--- src/rtl/mulu_seq_ctrl.sv ---
// Sequential unsigned shift-add multiplier, one add/shift step per clock; done pulses WIDTH edges after start.
// No backpressure: start is taken only in IDLE and ignored (not queued) while busy; c holds until the next done.
module mulu_seq_ctrl #(
    parameter int WIDTH = 8
) (
    input  logic                 clk,
    input  logic                 rst,
    input  logic                 start,
    input  logic [WIDTH-1:0]     a,
    input  logic [WIDTH-1:0]     b,
    output logic                 busy,
    output logic                 done,
    output logic [2*WIDTH-1:0]   c
);
    localparam int CW = $clog2(WIDTH + 1);

    typedef enum logic [1:0] {
        S_IDLE = 2'd0,
        S_RUN  = 2'd1,
        S_DONE = 2'd2
    } state_t;

    state_t             state;
    logic [WIDTH-1:0]   a_r;
    logic               c_r;
    logic [WIDTH-1:0]   p_r;
    logic [WIDTH-1:0]   y_r;
    logic [CW-1:0]      cnt;

    logic [WIDTH:0]     sum;
    logic [2*WIDTH:0]   shifted;

    // One partial-product step: conditional add into the high half, then shift {C,P,Y} right.
    always_comb begin
        sum     = {c_r, p_r} + (y_r[0] ? {1'b0, a_r} : '0);
        shifted = {sum, y_r} >> 1;
    end

    always_ff @(posedge clk or posedge rst) begin
        if (rst) begin
            state <= S_IDLE;
            a_r   <= '0;
            c_r   <= 1'b0;
            p_r   <= '0;
            y_r   <= '0;
            cnt   <= '0;
            done  <= 1'b0;
            c     <= '0;
        end else begin
            case (state)
                S_IDLE: begin
                    done <= 1'b0;
                    if (start) begin
                        a_r   <= a;
                        y_r   <= b;
                        p_r   <= '0;
                        c_r   <= 1'b0;
                        cnt   <= '0;
                        state <= S_RUN;
                    end
                end
                S_RUN: begin
                    {c_r, p_r, y_r} <= shifted;
                    cnt             <= cnt + CW'(1);
                    // The last step publishes the post-shift product directly.
                    if (cnt == CW'(WIDTH - 1)) begin
                        c     <= shifted[2*WIDTH-1:0];
                        done  <= 1'b1;
                        state <= S_DONE;
                    end
                end
                S_DONE: begin
                    done  <= 1'b0;
                    state <= S_IDLE;
                end
                default: begin
                    done  <= 1'b0;
                    state <= S_IDLE;
                end
            endcase
        end
    end

    assign busy = (state != S_IDLE);

endmodule

--- config.mk ---
export PLATFORM = sky130hd
export DESIGN_NAME = mulu_seq_ctrl
export DESIGN_NICKNAME = d
export VERILOG_FILES = /design/src/rtl/mulu_seq_ctrl.sv
export SDC_FILE = /design/constraint.sdc
export NUM_CORES = 1
export LEC_CHECK = 0
export CORE_ASPECT_RATIO = 0.6
export CORE_MARGIN = 2
export CORE_UTILIZATION = 30
export CTS_BUF_LIST = sky130_fd_sc_hd__clkbuf_4
export CTS_CLUSTER_SIZE = 14
export DETAILED_ROUTE_END_ITERATION = 7
export GPL_TIMING_DRIVEN = 0
export HOLD_SLACK_MARGIN = 0.02
export PLACE_DENSITY = 0.49
export SYNTH_ARGS = -nofsm -noshare
export SYNTH_HDL_FRONTEND = slang
export SYNTH_SLANG_ARGS = --single-unit
--- constraint.sdc ---
create_clock -name clk -period 1.9 [get_ports clk]
set_input_delay 0.38 -clock clk [delete_from_list [all_inputs] [get_ports clk]]
set_output_delay 0.38 -clock clk [all_outputs]
set_load 0.005 [all_outputs]
==> results.md <==
* Outcome: complete, but fails checks
* Failing checks: setup timing
* Hold_ws at 0.3074 ns
* Layout cell share with drive strength beyond 1 at 0.2103
* Post-route DRC at 0
* Peak ir drop on the vdd network at 548.7 uV
* Global-route wire length before repair at slightly below 9000 um
* First drt pass iteration count at 4
* FF/Latch Area at 0.001176 mm2
* Area contributors post-synth: dfrtp_1, nand2_1, ha_1
* Register bit total from synthesis at 47
* Die height at 70.22 um
* CTS tree: done
* Clock latency of the later-clocked register in the worst-skew pair at 0.37 ns
* CP startpoint: y_r[0]
* Kind of start point of the critical path: flop
* Number of H-tree levels at 2
* RSZ-0062 raised after global routing: yes
* Relative slew slack at 0.6789
* Routability-driven placement congestion ratio at 0.7956
* Area occupied by multi-input gates at 0.001111 mm2
* Vias per Instance at 4.765
* Max-slew violation count at 0
* Gr usage total at 0.1440
* Std-Cell Rows at 24
* CP max stage delay at 0.43 ns
* Synthesis-to-layout area growth at 35.67%
* Last element of the critical path: p_r[7]
* Highest clock rate at 0.4820 GHz
* Crit-path slowest cell: dfrtp_1
* Area of the mapped netlist at 0.002192 mm2
* Critical path required time at 2.17 ns
* Maximum clock skew at final layout at just over 0.009 ns
* Antenna cell count at 0
* Horizontal die dimension at roughly 110 um
* Setup slack of the worst register-to-register path at -0.17 ns
* Clock Tree Root: clkbuf_4
* Startpoint of the most critical register-to-register path: y_r[0]
* Worst min path class: input pin to async pin
* Crit path arrival time at 2.35 ns
* PD cells at 1861 mW/mm2
* Vias in the first global route at 1666
* Count of distinct cell types in the synthesized netlist at 34
* Final std cells w/o fill at 362
* Number of buffers on the longest clock path at 2
* Half-perimeter wire length after placement at between 3000 and 4000 um
* Hold_buf cts at 0
* Num CTS Buffers at 5
* Largest net degree at the start of global routing at 30
* Core outline area at a little over 0.007 mm2
* GRT Residual Overflow at 0
* Leakage power total at between 0.001 and 0.0015 uW
* Worst Tran Pin Value at 0.4817 ns
* Final wirelength at 5526 um
* Io pins at 37
* Fin worst setup slack at -0.1745 ns
* Number of nets produced by synthesis at around 250
* Clock sink count at 47
* Final Setup Violations at 6
* Critical path, cell by cell: and2_4 > ha_4 > fa_2 > a21o_1 > a221o_1 > a21oi_2 > o21ai_1
* Count of final hold-check violations at 0
* Cell taking the most area after synthesis: dfrtp_1
* Largest fanout of any net on the critical path at 3
* Final worst path period need at 2.075 ns
* R2r worst-path depth at 7
* Register area share after synthesis at 0.5365
* Reg clk slew, reported paths at 0.14 ns
* Number of nets in the layout at 299
* Setup CP Type: flop to flop
* Number of filler cells placed in the layout at 714
* Number of placed instances with taps included at 346
* Initial antenna violation count at 0
* Syn_area_per_cell at roughly 10 um2
* Number of instances in the synthesized netlist at 218
* Average wire per standard cell at 15.27 um
* Number of warnings reported in the yosys synthesis log at 0
* Via count at 1725
* Count of routing violations after the opening detailed-route iteration at approximately 130
* Count of buffers from port buffering at 36
* Starting Density at 0.3054
* Share of the clock period used by the worst path at 1.092
* Area share of the largest cell type after synthesis at 0.5365
* Element type at the critical path end: flop
* Remaining antenna violation count at 0
* Full die area at 0.008029 mm2
* Worst reg2reg path endpoint: p_r[7]
* Max cap viols at 0
## worst min-delay path by stage
stage / from / endpoint / depth (start not counted)
after floorplan: cnt[3] / cnt[3] / 1
after global placement: c[1] / c[1] / 2
after detailed placement: c[3] / c[3] / 2
after CTS: rst / a_r[0] / 2
after global routing: rst / a_r[7] / 2
final: rst / a_r[0] / 2
## cell usage after synthesis (all sizes together)
| library cell | number |
|---|---|
| nand4 | 3 |
| and2 | 8 |
| clkbuf | 3 |
| nand3 | 13 |
| fa | 1 |
| o22ai | 8 |
| or2 | 1 |
| inv | 2 |
| and3b | 1 |
| or2b | 1 |
| o21a | 1 |
| nand2 | 45 |
| o21ba | 1 |
| a31oi | 1 |
| and3 | 2 |
| a221o | 1 |
| a21oi | 5 |
| nor2 | 18 |
| nor2b | 1 |
| mux2i | 1 |
| or3b | 1 |
| a211o | 3 |
| xor2 | 1 |
| ha | 9 |
| buf | 8 |
| o21ai | 15 |
| a21o | 3 |
| mux2 | 8 |
| o31ai | 2 |
| nor3 | 1 |
| xnor2 | 3 |
| dfrtp | 47 |
## cell families after synthesis
group,share of synthesized area
mux,0.04737
buf+inv,0.03253
compound gates,0.1130
flops,0.5365
xor+xnor,0.01598
simple gates,0.1941
fa+ha+maj,0.06050
## routing by layer
layer,GRT usage,up-vias,part of all wire,routed length (um)
li1,-,852,-,-
met1,0.2280,833,0.55,3059
met2,0.1858,33,0.40,2202
met3,0.04167,7,0.038,210
met4,0.04065,0,0.0096,53
met5,0,-,0,0
## where the power goes
part           switching [uW]  total [uW]  internal, uW
combinational            1520        3200          1680
sequential                338        1830          1490
clock                     329         503           173
total                    2190        5540          3340
## stage by stage
stage | worst slack (ns) | area (um2) | TNS, ns | total power (uW) | util
6_report | -0.1745 | 2974 | -0.6732 | 5536 | 0.4144
5_1_grt | -0.2193 | 2974 | -1.073 | 6008 | 0.4144
4_1_cts | -0.1586 | 2826 | -0.8502 | 5039 | 0.3938
3_5_place_dp | -0.2735 | 2691 | -1.312 | 4272 | 0.3750
3_3_place_gp | -0.6753 | 2671 | -32.91 | 4229 | 0.3722
2_1_floorplan | -0.04940 | 2197 | -0.1471 | 3385 | -
## timing repair
| item | 4_1_cts | 5_1_grt |
|---|---|---|
| endpoints found under the setup margin | 9 | 13 |
| gates resized for setup | 14 | 21 |
| setup buffers | 6 | 2 |
| pin swaps | 9 | 7 |
## worst max-delay path: cells and delay by family, from the launching register on
family	cells	cell delay [ns]
adder cells (fa/ha/maj)	2	0.50
AND/OR/NAND/NOR	1	0.17
AO/OA/AOI/OAI	4	0.87
flip-flops	1	0.43
## layout make-up
type	count	area share
inverters	2	0.002524
repair buffers	45	0.1489
clock inverters	1	0.001683
multi-input cells	158	0.3736
well taps	91	0.03828
clock buffers	7	0.01767
flip-flops and latches	47	0.3955
plain buffers	11	0.02188
## layout by cell type (no fill, tap or decap), types with 2 or more instances in the layout
| cell | count |
|---|---|
| clkbuf_4 | 7 |
| o22ai_1 | 8 |
| nand4_1 | 3 |
| nand3_2 | 2 |
| and3_1 | 2 |
| a21oi_1 | 2 |
| a21oi_4 | 2 |
| clkdlybuf4s50_1 | 35 |
| clkbuf_1 | 2 |
| buf_2 | 6 |
| nand2_1 | 45 |
| o31ai_1 | 2 |
| and2_1 | 4 |
| o21ai_1 | 6 |
| a211o_1 | 3 |
| and2_4 | 4 |
| buf_4 | 7 |
| xnor2_1 | 2 |
| ha_1 | 3 |
| mux2_2 | 7 |
| nand3_1 | 10 |
| dfrtp_1 | 47 |
| buf_6 | 3 |
| nor2_1 | 18 |
| a21o_1 | 3 |
| o21ai_0 | 9 |
| ha_4 | 6 |
## sequential cells by signal (all words and copies together), names as in the netlist
name,flops
cnt,4
y_r,8
state,2
done,1
c,16
p_r,8
a_r,8
Power figures use the tool's default switching activity.
